==> src/rtl/led_pattern_scheduler_if.sv <==
// ---------------------------------------------------------------------------
// led_pattern_scheduler_if
// Request/grant/LED bundle between status requesters and the LED scheduler.
//   req_valid   [NUM_REQ]      per-requester request level
//   req_pattern [2*NUM_REQ]    pattern of requester i at [2i+1:2i]
//   led                        LED drive, active high
//   grant_valid                an owner is granted
//   grant_id    [$clog2(N)]    current owner index
//   tick                       one-cycle pattern tick strobe
// master: requester side (drives requests), slave: scheduler side.
// ---------------------------------------------------------------------------
interface led_pattern_scheduler_if #(
   parameter int NUM_REQ = 4
);
   logic [NUM_REQ-1:0]         req_valid;
   logic [2*NUM_REQ-1:0]       req_pattern;
   logic                       led;
   logic                       grant_valid;
   logic [$clog2(NUM_REQ)-1:0] grant_id;
   logic                       tick;

   modport master (
      output req_valid, req_pattern,
      input  led, grant_valid, grant_id, tick
   );

   modport slave (
      input  req_valid, req_pattern,
      output led, grant_valid, grant_id, tick
   );
endinterface

==> src/rtl/led_pattern_scheduler.sv <==
// ---------------------------------------------------------------------------
// led_pattern_scheduler
// Shares one LED between NUM_REQ requesters. Fixed priority (index 0 wins),
// a new grant is held MIN_HOLD_TICKS pattern ticks before it can be released
// or replaced by a lower-priority requester; higher priority always preempts.
// The owner's 2-bit pattern (off/solid/slow/fast) is rendered from a shared
// tick every TICK_DIVIDER clocks.
// Ports:
//   clk   system clock
//   rstn  synchronous active-low reset
//   bus   slave side of led_pattern_scheduler_if (requests in, LED/grant out)
// ---------------------------------------------------------------------------
module led_pattern_scheduler #(
   parameter int NUM_REQ        = 4,
   parameter int TICK_DIVIDER   = 10500000,
   parameter int MIN_HOLD_TICKS = 8
) (
   input logic                    clk,
   input logic                    rstn,
   led_pattern_scheduler_if.slave bus
);
   localparam int ID_W = $clog2(NUM_REQ);
   localparam int TC_W = $clog2(TICK_DIVIDER);
   localparam int HC_W = $clog2(MIN_HOLD_TICKS + 1);

   typedef enum logic [1:0] {IDLE, HOLD, RUN} state_t;

   state_t            r_state;
   logic [TC_W-1:0]   r_tick_cnt;
   logic [2:0]        r_phase;
   logic [HC_W-1:0]   r_hold_cnt;
   logic [1:0]        r_pat;
   logic [ID_W-1:0]   r_grant_id;
   logic              r_led;

   state_t            w_state_nxt;
   logic              w_tick;
   logic              w_any;
   logic [ID_W-1:0]   w_winner;
   logic              w_owner_req;
   logic              w_preempt;
   logic              w_new_grant;
   logic              w_track;
   logic              w_led_nxt;
   logic [1:0]        w_winner_pat;
   logic [1:0]        w_owner_pat;

   assign w_tick = (r_tick_cnt == TC_W'(TICK_DIVIDER - 1));

   // Lowest-index active request wins
   always_comb begin
      w_any    = 1'b0;
      w_winner = '0;
      for (int unsigned i = 0; i < NUM_REQ; i++) begin
         if (bus.req_valid[i] && !w_any) begin
            w_any    = 1'b1;
            w_winner = ID_W'(i);
         end
      end
   end

   assign w_owner_req  = bus.req_valid[r_grant_id];
   assign w_winner_pat = bus.req_pattern[{w_winner, 1'b0} +: 2];
   assign w_owner_pat  = bus.req_pattern[{r_grant_id, 1'b0} +: 2];
   assign w_preempt    = (r_state != IDLE) && w_any && (w_winner < r_grant_id);

   always_ff @(posedge clk) begin
      if (!rstn) r_state <= IDLE;
      else       r_state <= w_state_nxt;
   end

   // Preemption is checked before hold expiry so it wins a same-cycle tick
   always_comb begin
      w_state_nxt = r_state;
      w_new_grant = 1'b0;
      w_track     = 1'b0;
      case (r_state)
         IDLE: begin
            if (w_any) begin
               w_state_nxt = HOLD;
               w_new_grant = 1'b1;
            end
         end
         HOLD: begin
            if (w_preempt) begin
               w_new_grant = 1'b1;
            end else begin
               w_track = w_owner_req;
               if (w_tick && r_hold_cnt == HC_W'(MIN_HOLD_TICKS - 1))
                  w_state_nxt = RUN;
            end
         end
         RUN: begin
            if (w_preempt) begin
               w_state_nxt = HOLD;
               w_new_grant = 1'b1;
            end else if (w_owner_req) begin
               w_track = 1'b1;
            end else if (w_any) begin
               w_state_nxt = HOLD;
               w_new_grant = 1'b1;
            end else begin
               w_state_nxt = IDLE;
            end
         end
         default: w_state_nxt = IDLE;
      endcase
   end

   always_comb begin
      w_led_nxt = 1'b0;
      if (r_state != IDLE) begin
         case (r_pat)
            2'b01:   w_led_nxt = 1'b1;
            2'b10:   w_led_nxt = ~r_phase[2];
            2'b11:   w_led_nxt = ~r_phase[0];
            default: w_led_nxt = 1'b0;
         endcase
      end
   end

   always_ff @(posedge clk) begin
      if (!rstn) begin
         r_tick_cnt <= '0;
         r_phase    <= '0;
         r_hold_cnt <= '0;
         r_pat      <= '0;
         r_grant_id <= '0;
         r_led      <= 1'b0;
      end else begin
         r_tick_cnt <= w_tick ? '0 : r_tick_cnt + TC_W'(1);
         r_led      <= w_led_nxt;
         if (w_new_grant) begin
            r_grant_id <= w_winner;
            r_pat      <= w_winner_pat;
            r_phase    <= '0;
            r_hold_cnt <= '0;
         end else begin
            if (w_track) r_pat <= w_owner_pat;
            if (w_tick)  r_phase <= r_phase + 3'd1;
            // Saturating: counts only in HOLD, never wraps back into range
            if (w_tick && r_state == HOLD && r_hold_cnt != '1)
               r_hold_cnt <= r_hold_cnt + HC_W'(1);
         end
      end
   end

   assign bus.led         = r_led;
   assign bus.grant_valid = (r_state != IDLE);
   assign bus.grant_id    = r_grant_id;
   assign bus.tick        = w_tick;
endmodule

==> src/flat_wrapper.sv <==
// flat-port wrapper written by rule: the top's interface ports become plain ports
module led_pattern_scheduler_flat 
#(
   parameter int NUM_REQ        = 4,
   parameter int TICK_DIVIDER   = 10500000,
   parameter int MIN_HOLD_TICKS = 8
)
  (clk, rstn, bus_req_valid, bus_req_pattern, bus_led, bus_grant_valid, bus_grant_id, bus_tick);
  led_pattern_scheduler_if #(.NUM_REQ(NUM_REQ)) bus_i ();
  input logic clk;
  input logic rstn;
  input wire logic [$bits(bus_i.req_valid)-1:0] bus_req_valid;
  input wire logic [$bits(bus_i.req_pattern)-1:0] bus_req_pattern;
  output wire logic [$bits(bus_i.led)-1:0] bus_led;
  output wire logic [$bits(bus_i.grant_valid)-1:0] bus_grant_valid;
  output wire logic [$bits(bus_i.grant_id)-1:0] bus_grant_id;
  output wire logic [$bits(bus_i.tick)-1:0] bus_tick;
  assign bus_i.req_valid = bus_req_valid;
  assign bus_i.req_pattern = bus_req_pattern;
  assign bus_led = bus_i.led;
  assign bus_grant_valid = bus_i.grant_valid;
  assign bus_grant_id = bus_i.grant_id;
  assign bus_tick = bus_i.tick;
  led_pattern_scheduler #(.NUM_REQ(NUM_REQ), .TICK_DIVIDER(TICK_DIVIDER), .MIN_HOLD_TICKS(MIN_HOLD_TICKS)) u_core (.clk(clk), .rstn(rstn), .bus(bus_i));
endmodule
==> config.mk <==
export PLATFORM = sky130hd
export DESIGN_NAME = led_pattern_scheduler_flat
export DESIGN_NICKNAME = d
export VERILOG_FILES = /design/src/rtl/led_pattern_scheduler_if.sv /design/src/rtl/led_pattern_scheduler.sv /design/src/flat_wrapper.sv
export SDC_FILE = /design/constraint.sdc
export NUM_CORES = 1
export LEC_CHECK = 0
export ABC_AREA = 1
export CAP_MARGIN = 20
export CORE_ASPECT_RATIO = 0.8
export CORE_MARGIN = 4
export CORE_UTILIZATION = 38
export DETAILED_ROUTE_END_ITERATION = 10
export GPL_TIMING_DRIVEN = 0
export MAX_ROUTING_LAYER = met4
export PLACE_DENSITY = 0.53
export SYNTH_ARGS = -nofsm -noshare
export SYNTH_HDL_FRONTEND = slang
export SYNTH_SLANG_ARGS = --single-unit
==> constraint.sdc <==
create_clock -name clk -period 2.27 [get_ports clk]
set_clock_uncertainty 0.1 [all_clocks]
set_input_delay 0.454 -clock clk [delete_from_list [all_inputs] [get_ports clk]]
set_output_delay 0.454 -clock clk [all_outputs]
set_load 0.1 [all_outputs]
After elaboration in Yosys (flattened, before gate mapping)
Cells that the tools add are included.
{ "classes": {"addsub": 3, "mul": 0, "n_div": 0, "order_cmp": 2, "n_eq_ne": 12, "shift": 2, "mux": 28, "bitwise": 3, "reduce_logical": 18} }
{ "ops": {"columns": ["op", "n"], "rows": [
  ["adder 24 x 1 -> 24 bit, second input constant", 1],
  ["equality test 24 bit, second input constant", 1],
  ["two-way mux 2 bit", 9],
  ["indexed part select 8 x 4 -> 2 bit", 2],
  ["two-way mux 1 bit", 14],
  ["logical AND 1 bit", 8],
  ["equality test 2 bit, second input constant", 3],
  ["case mux 1 bit (3 select lines)", 2],
  ["case mux 2 bit (3 select lines)", 1],
  ["adder 4 x 1 -> 4 bit, second input constant", 1],
  ["equality test 2 x 1 -> 1 bit, second input constant", 2],
  ["equality test 4 x 3 -> 1 bit, second input constant", 1],
  ["!= test 2 x 1 -> 1 bit, second input constant", 2],
  ["!= test 4 bit, second input constant", 1],
  ["AND reduction 4 bit", 1],
  ["nonzero test 2 bit", 2],
  ["OR reduction 2 bit", 2],
  ["adder 3 x 1 -> 3 bit, second input constant", 1],
  ["zero test 1 bit", 3],
  ["< comparator 2 x 3 -> 1 bit, second input constant", 1],
  ["!= test 3 bit, second input constant", 1],
  ["NOT 1 bit", 3],
  ["binary-select mux 1 bit (select 2 bit)", 1],
  ["zero test 2 bit", 1],
  ["4 further kinds", 4]
]} }
{ "totals": {"regBits": 38, "latchBits": 0, "ram_bits": 0, "mem_bits_ro": 0, "out_inout_bits": 5, "wordCells": 75, "memories": 0} }

Depth between registers and ports, before layout
Gate-level depths: netlist of the first run.
{ "depth": {"word_depth": 16, "ltp_mapped": 18} }

Least setup slack after synthesis of the first run
No wires, ideal clock.
{ "synth_timing": {"path_kind": "register -> register", "startpoint": "reg u_core.r_grant_id[1] (netlist: u_core.bus.grant_id[1])", "endpoint": "reg u_core.r_pat[0]", "t_arrival_ns": 2.409, "t_required_ns": 2.061, "setup_slack_ns": -0.347, "path_stages_with_launch": 17, "path_buffers": 0, "period_less_slack_ns": 2.617, "cell_sequence": "dfxtp_1 inv_1 ha_1 inv_1 nand2_1 nor2_1 nand3_1 nand2_1 inv_1 nand2_1 nand2_1 o21ai_1 inv_1 nand2_1 nand3_1 nand2_1 inv_1"} }
{ "synth_between": {"elab_chain_cells": 6, "elab_cells_between_ends": 16} }
{ "synth_rtl": {"columns": ["item", "line_no", "source"], "rows": [
  ["from (decl)", "led_pattern_scheduler.sv:33", "logic [ID_W-1:0] r_grant_id;"],
  ["from (signal assigned)", "led_pattern_scheduler.sv:134", "r_grant_id <= w_winner;"],
  ["binary-select mux 1 bit (select 2 bit)", "led_pattern_scheduler.sv:62", "assign w_owner_req = bus.req_valid[r_grant_id];"],
  ["two-way mux 1 bit (implied by the code)", "led_pattern_scheduler.sv:62", null],
  ["two-way mux 1 bit", "led_pattern_scheduler.sv:97", "end else if (w_owner_req) begin"],
  ["two-way mux 1 bit", "led_pattern_scheduler.sv:94", "if (w_preempt) begin"],
  ["case mux 1 bit (3 select lines) or case mux 1 bit (2 select lines) (tied branches)", "led_pattern_scheduler.sv:77", "case (r_state)"],
  ["two-way mux 2 bit or nonzero test 2 bit (tied branches)", null, null],
  ["to (signal assigned)", "led_pattern_scheduler.sv:135", "r_pat <= w_winner_pat;"],
  ["to (signal assigned)", "led_pattern_scheduler.sv:139", "if (w_track) r_pat <= w_owner_pat;"],
  ["to (decl)", "led_pattern_scheduler.sv:32", "logic [1:0] r_pat;"]
]} }
Several ways; a longest one is shown, not always the timed one. The select of a mux whose other input is x is not followed.
A chain may end at the register's enable or synchronous reset.

Worst setup path in the final report of the first run
{ "layout_timing": {"startpoint": "reg u_core.r_tick_cnt[11]", "endpoint": "out bus_tick"} }
{ "layout_between": {"elab_chain_cells": 1} }
{ "layout_rtl": {"columns": ["item", "line_no", "source"], "rows": [
  ["from (decl)", "led_pattern_scheduler.sv:29", "logic [TC_W-1:0] r_tick_cnt;"],
  ["from (signal assigned)", "led_pattern_scheduler.sv:131", "r_tick_cnt <= w_tick ? '0 : r_tick_cnt + TC_W'(1);"],
  ["equality test 24 bit", "led_pattern_scheduler.sv:48", "assign w_tick = (r_tick_cnt == TC_W'(TICK_DIVIDER - 1));"],
  ["to (decl)", "flat_wrapper.sv:17", "output wire logic [$bits(bus_i.tick)-1:0] bus_tick;"]
]} }
No other way between the ends.

==> results of run 1 <==
==> state kept, by name (all words and copies together) (netlist names) <==
name and count:
u_core.r_phase 3, u_core.r_state 2, u_core.r_hold_cnt 4, u_core.r_pat 2
u_core.bus.led 1, u_core.r_tick_cnt 24, u_core.bus.grant_id 2
==> Yosys cell counts, types with 2 or more instances <==
master / number / area [µm²]
nor4_1: 2 / 12.51
a21oi_1: 24 / 120.1
o21ai_1: 4 / 20.02
nor2_4: 5 / 56.30
inv_1: 51 / 191.4
xor2_1: 4 / 35.03
inv_2: 3 / 11.26
xnor2_1: 2 / 17.52
nand3_1: 20 / 100.1
nor2_1: 28 / 105.1
o21a_1: 3 / 22.52
nor2_2: 2 / 12.51
nand2_2: 5 / 31.28
nand2_1: 63 / 236.5
nand4_1: 8 / 50.05
nand3_2: 2 / 20.02
a31oi_1: 2 / 12.51
ha_1: 8 / 100.1
dfxtp_1: 38 / 760.7
nor3_1: 9 / 45.04
o21ai_0: 12 / 60.06
==> critical path, stage by stage (launching register included) <==
cell	delay, ns
dfxtp_1	0.36
inv_1	0.13
nand4_1	0.10
nor4_1	0.28
and3_2	0.25
buf_8	0.20
==> worst max path at each step <==
| stage | from | endpoint | slack [ns] | cells past startpoint |
|---|---|---|---|---|
| 2_1_floorplan | u_core.bus.grant_id[1] | u_core.r_pat[0] | 0.005 | 16 |
| 3_3_place_gp | u_core.r_tick_cnt[0] | bus_tick | -0.64 | 5 |
| 3_5_place_dp | u_core.r_tick_cnt[0] | bus_tick | -0.63 | 5 |
| 4_1_cts | u_core.r_tick_cnt[14] | bus_tick | 0.04 | 5 |
| 5_1_grt | u_core.r_tick_cnt[1] | u_core.r_tick_cnt[20] | -0.01 | 12 |
| 6_report | u_core.r_tick_cnt[11] | bus_tick | 0.1 | 5 |
==> cells by family (layout without fill, tap and decap cells) <==
logic type	count (synthesis)	after routing	share of synthesized area, %
fa+ha+maj	8	8	4.701
flops	38	38	35.72
compound gates	48	48	12.10
xor+xnor	6	6	2.468
buf+inv	55	84	9.694
simple gates	152	152	35.31
==> final cells by class <==
cell class              count  area (µm²)
repair buffers             21       193.9
clock inverters             2       12.51
clock buffers               6       82.58
flip-flops and latches     38       767.0
inverters                  54       202.7
fillers                   560        2824
well taps                  78       97.59
multi-input cells         214        1250
plain buffers               1       5.005
==> per-layer routing <==
layer  part of all wire, %  routed length, µm  up-vias  global-route usage (%)
met3                   3.5                160        5                   3.097
met2                    38               1736       24                   20.24
met4                   1.1                 51        0                   4.942
li1                      -                  -     1054                       -
met5                     0                  0        -                       -
met1                    57               2615      873                   22.14
==> power breakdown <==
part           internal [mW]  leakage, nW  switching [mW]
logic                  0.248        0.723           0.623
registers              0.721        0.310          0.0441
clock network          0.244       0.0472           0.243
==> timing repair <==
action | in CTS | in global routing
setup endpoints to repair | 9 | 19
setup buffers | 1 | 2
hold buffers | 0 | 0
resized for setup | 29 | 22
pin swaps | 7 | 8
==> results.md, run 1 <==
| Parameter | Reported |
|:---|:---|
| Via count of the first global-routing pass | 1776 |
| Chip Height | 74.96 µm |
| Commonest cells after routing, fill and taps aside | nand2_1, inv_1, dfxtp_1 |
| WS Path Type | reg -> out |
| H-tree Lvls | 2 |
| Placed instance count | 403 |
| Effective utilization at floorplan | 39.18% |
| HPWL reported at the end of detailed placement | 3516 µm |
| Num ports | 19 |
| Total Negative Setup Slacks | 0 ns |
| Worst-margin pin slew | 0.9543 ns |
| Proportion of synthesized chip area in sequential cells | 35.72% |
| Overall global routing resource usage | 15.03% |
| Reg2Reg Setup Slack | 0.22 ns |
| Minimum hold slack | 0.3331 ns |
| Final design area excluding fillers | 0.002611 mm² |
| Clock-pin slew on the worst setup and hold paths | 0.08 ns |
| Worst setup EP type | primary output |
| Total power | 2.124 mW |
| Data required time of the critical path | 1.72 ns |
| Worst Path Arrival | 1.62 ns |
| Antenna violations before repair | 0 |
| Share of the core filled with cells | 48.04% |
| CTS tree | done |
| Max Cap Violations | 0 |
| Worst hold start | u_core.r_tick_cnt[0] |
| Post-synthesis to final-layout area growth | 22.62% |
| Dominant synthesized flop cell | dfxtp_1 |
| Synthesized net count | 329 |
| Mean number of vias per cell | 4.725 |
| Count of mapped cells out of synthesis | 307 |
| Final antenna diode count | 0 |
| Net count reported at finish | 357 |
| CTS Buf Count | 5 |
| Clock tree root driver cell | clkbuf_8 |
| Max Freq | 460.0 MHz |
| Share of the clock period used by the worst path | 95.76% |
| Number of cells in the finished layout apart from fillers | 414 |
| Most common cell after layout, fill and taps aside | nand2_1 |
| Global-route wire length before repair | 8024 µm |
| Pwr/cell area | 813.3 mW/mm² |
| Worst Hold Class | reg -> reg |
| RR Endpoint | u_core.r_tick_cnt[20] |
| Floorplan Core Area | 0.005435 mm² |
| Post-Synthesis Mean Instance Area | 6.937 µm² |
| Number of cell instances on the worst register-to-register path | 12 |
| Ratio of cells with drive above 1 in the final layout | 17.86% |
| Flip-flop and latch count after synthesis | 38 |
| Reg2Reg Launch Point | u_core.r_tick_cnt[1] |
| Final routed wire length divided by cell count | 11.02 µm |
| End point of the worst hold path | u_core.r_tick_cnt[0] |
| Max VDD drop | 0.3274 mV |
| Setup ws final | 0.09628 ns |
| Overall die width | 91.70 µm |
| Post-Place Worst Slack | -0.6319 ns |
| Cell row count | 24 |
| Element type at the critical path start | flip-flop |
| Largest fanout on the critical path | 5 |
| Maximum number of pins on one net before global-route repair | 13 |
| Routed WL | 4564 µm |
| Number of port buffers | 18 |
| Number of design-rule violations left by the first detailed-router iteration | 140 |
| DRC | 0 |
| Vias | 1956 |
| Worst-Skew Late Latency | 0.29 ns |
| Post-Synthesis Cell Area | 0.002130 mm² |
| Outcome | finished clean |
| Hold Path Stages | 1 |
| Final setup violation count | 0 |
| Library cells used by synthesis | 33 |
| Worst-case clock buffer depth | 2 |
| Remaining max-slew budget at the tightest pin | 36.63% |
| Number of enable-type register cells in the synthesized netlist | 0 |
| RSZ-0062 raised after global routing | true |
| Congestion Overflow GR | 0 |
| Post-layout minimum cycle time | 2.174 ns |
| Final count of hold timing violations | 0 |
| Detailed-router iteration count before antenna repair | 4 |
| Floorplan die area | 0.006873 mm² |
| Number of pins exceeding their max-slew limit in the final report | 0 |
| Remaining antenna violation count | 0 |
| Synth Warn # | 0 |
| Instance area after placement | 0.002410 mm² |
| Clk sink count | 38 |
| Gp weighted congestion | 0.8606 |
| Share of synthesized registers carrying an async set or reset | 0% |
| LEAKAGE | 1.080 nW |
Power figures use the tool's default switching activity.
==> run 2: changes to the inputs <==
CORE_MARGIN = default   (was 4)
==> run 2 against run 1 <==
Effect of this change:
- clock power increased by 45%
- power increased by 8.3%
- die area decreased by 14%
- maximum frequency increased by 1.5%
- critical endpoint is now bus_grant_valid
- routed wire length decreased by 2.0%
- combinational power decreased by 4.6%
- largest power group unchanged
==> results.md, run 2 (synthesized netlist as in run 1, its figures left out) <==
| Parameter | Reported |
|:---|:---|
| Outcome | finished clean |
| Registers with the most flip-flops | u_core.r_tick_cnt (24), u_core.r_hold_cnt (4), u_core.r_phase (3) |
| RSZ-0062 raised after global routing | true |
| Data required time of the critical path | 1.72 ns |
| Ratio of cells with drive above 1 in the final layout | 16.12% |
| Number of cells in the finished layout apart from fillers | 410 |
| HPWL reported at the end of detailed placement | 3424 µm |
| Worst Path Arrival | 1.59 ns |
| Mean number of vias per cell | 4.673 |
| WS Path Type | reg -> out |
| Clock-pin slew on the worst setup and hold paths | 0.08 ns |
| Met1 usage | 25.70% |
| Number of buffers and inverters on the critical path | 3 |
| CTS Buf Count | 5 |
| Number of fill cells | 543 |
| Pwr/cell area | 877.3 mW/mm² |
| Commonest cells after routing, fill and taps aside | nand2_1, inv_1, dfxtp_1 |
| Routed WL | 4472 µm |
| Global-route wire length before repair | 7983 µm |
| Worst-margin pin slew | 0.9523 ns |
| Final design area excluding fillers | 0.002621 mm² |
| Worst-Skew Late Latency | 0.29 ns |
| Gp weighted congestion | 0.7658 |
| Via count of the first global-routing pass | 1756 |
| Number of port buffers | 18 |
| Remaining max-slew budget at the tightest pin | 36.76% |
| Setup ws final | 0.1280 ns |
| Worst path top cell family by delay | buffers and inverters |
| CTS tree | done |
| Clk sink count | 38 |
| Cell row count | 23 |
| Largest reg by FF count | u_core.r_tick_cnt |
| Vias | 1916 |
| Final routed wire length divided by cell count | 10.91 µm |
| Chain of cells forming the critical path | inv_1, ha_1, inv_1, buf_2 |
| Share of the core filled with cells | 50.32% |
| GR Layer Usage met2 | 25.50% |
| Post-synthesis to final-layout area growth | 23.09% |
| Effective utilization at floorplan | 40.88% |
| Reg2Reg Launch Point | u_core.r_tick_cnt[0] |
| Remaining antenna violation count | 0 |
| Worst-case clock buffer depth | 2 |
| Congestion Overflow GR | 0 |
| Largest fanout on the critical path | 4 |
| Worst hold start | u_core.r_tick_cnt[0] |
| Placed instance count | 400 |
| Total Negative Setup Slacks | 0 ns |
| Post-layout minimum cycle time | 2.142 ns |
| Final setup violation count | 0 |
| Number of pins exceeding their max-slew limit in the final report | 0 |
| Floorplan die area | 0.005909 mm² |
| Max Cap Violations | 0 |
| Final antenna diode count | 0 |
| Post-Place Worst Slack | -0.6397 ns |
| Layer with the highest usage | met1 |
| Element type at the critical path start | flip-flop |
| Max VDD drop | 0.3910 mV |
| Most common cell after layout, fill and taps aside | nand2_1 |
| Slowest cell on crit path | buf_2 |
| Final count of hold timing violations | 0 |
| H-tree Lvls | 2 |
| Worst Hold Class | reg -> reg |
| Net count reported at finish | 356 |
| Maximum number of pins on one net before global-route repair | 13 |
| Critical Path Start | u_core.r_state[0] |
| Share of the clock period used by the worst path | 94.36% |
| LEAKAGE | 1.086 nW |
| Met3 track demand over resource | 3.929% |
| Num ports | 19 |
| Overall die width | 85.70 µm |
| Number of design-rule violations left by the first detailed-router iteration | 106 |
| Largest register FFs | 24 |
| Antenna violations before repair | 0 |
| Worst path most repeated cell | inv_1 |
| Overall global routing resource usage | 17.88% |
| Detailed-router iteration count before antenna repair | 5 |
| Clock tree root driver cell | clkbuf_8 |
| Chip Height | 68.96 µm |
| DRC | 0 |
| Instance area after placement | 0.002406 mm² |
| Floorplan Core Area | 0.005209 mm² |
| Worst setup EP type | primary output |
| Max Freq | 466.8 MHz |
| Longest individual stage delay on the worst path | 0.45 ns |
[run 2: through the flow]
step | hold WS (ns) | power, mW
after floorplan | 0.3288 | 1.373
after global placement | 0.3415 | 1.563
after detailed placement | 0.3507 | 1.556
after CTS | 0.3645 | 2.312
after global routing | 0.4088 | 2.450
final | 0.3732 | 2.300
[run 2: power by group]
group	leakage (nW)	internal (mW)	switching (mW)
clock	0.0714	0.469	0.238
sequential	0.310	0.720	0.0413
combinational	0.705	0.236	0.595
total	1.09	1.43	0.874
[run 2: cell type report]
type	instances	area (µm²)	share of cell area [%]
multi-input combinational	214	1225	46.73
sequential	38	765.7	29.21
inverter	54	202.7	7.733
timing repair buffer	20	186.4	7.112
tap	75	93.84	3.580
clock buffer	6	82.58	3.150
clock inverter	2	60.06	2.291
buffer	1	5.005	0.1909
[run 2: layer usage]
layer | share of wire, % | wire length, µm
met1 | 58 | 2616
met2 | 37 | 1658
met3 | 3.9 | 173
met4 | 0.51 | 23
met5 | 0 | 0
[run 2: repair_timing]
item	CTS	global route
pin swaps	5	2
hold buffers	0	0
setup buffers	1	1
endpoints found under the setup margin	9	11
hold endpoints to repair	0	0
gates resized for setup	28	15
[run 2: final timing paths]
kind	endpoint	slack, ns	depth (start not counted)
setup reg to reg	u_core.r_tick_cnt[20]	0.23	12
setup / recovery	bus_grant_valid	0.13	4
hold reg to reg	u_core.r_tick_cnt[0]	0.37	1
hold / removal	u_core.r_tick_cnt[0]	0.37	1
[run 2: worst reg2reg max path, delay by kind of cell, from the launching register on]
kind	cells	cell delay, ns
adder cells (fa/ha/maj)	1	0.23
flip-flops	1	0.38
AND/OR/NAND/NOR	8	0.98
buffers and inverters	1	0.08
AO/OA/AOI/OAI	2	0.17
==> run 3: changes to the inputs <==
CTS_BUF_LIST = sky130_fd_sc_hd__clkbuf_4 sky130_fd_sc_hd__clkbuf_8   (was default)
CTS_CLUSTER_DIAMETER = 50   (was default)
==> results of run 3 <==
The final DEF is identical to that of run 2; final timing and power are the same.
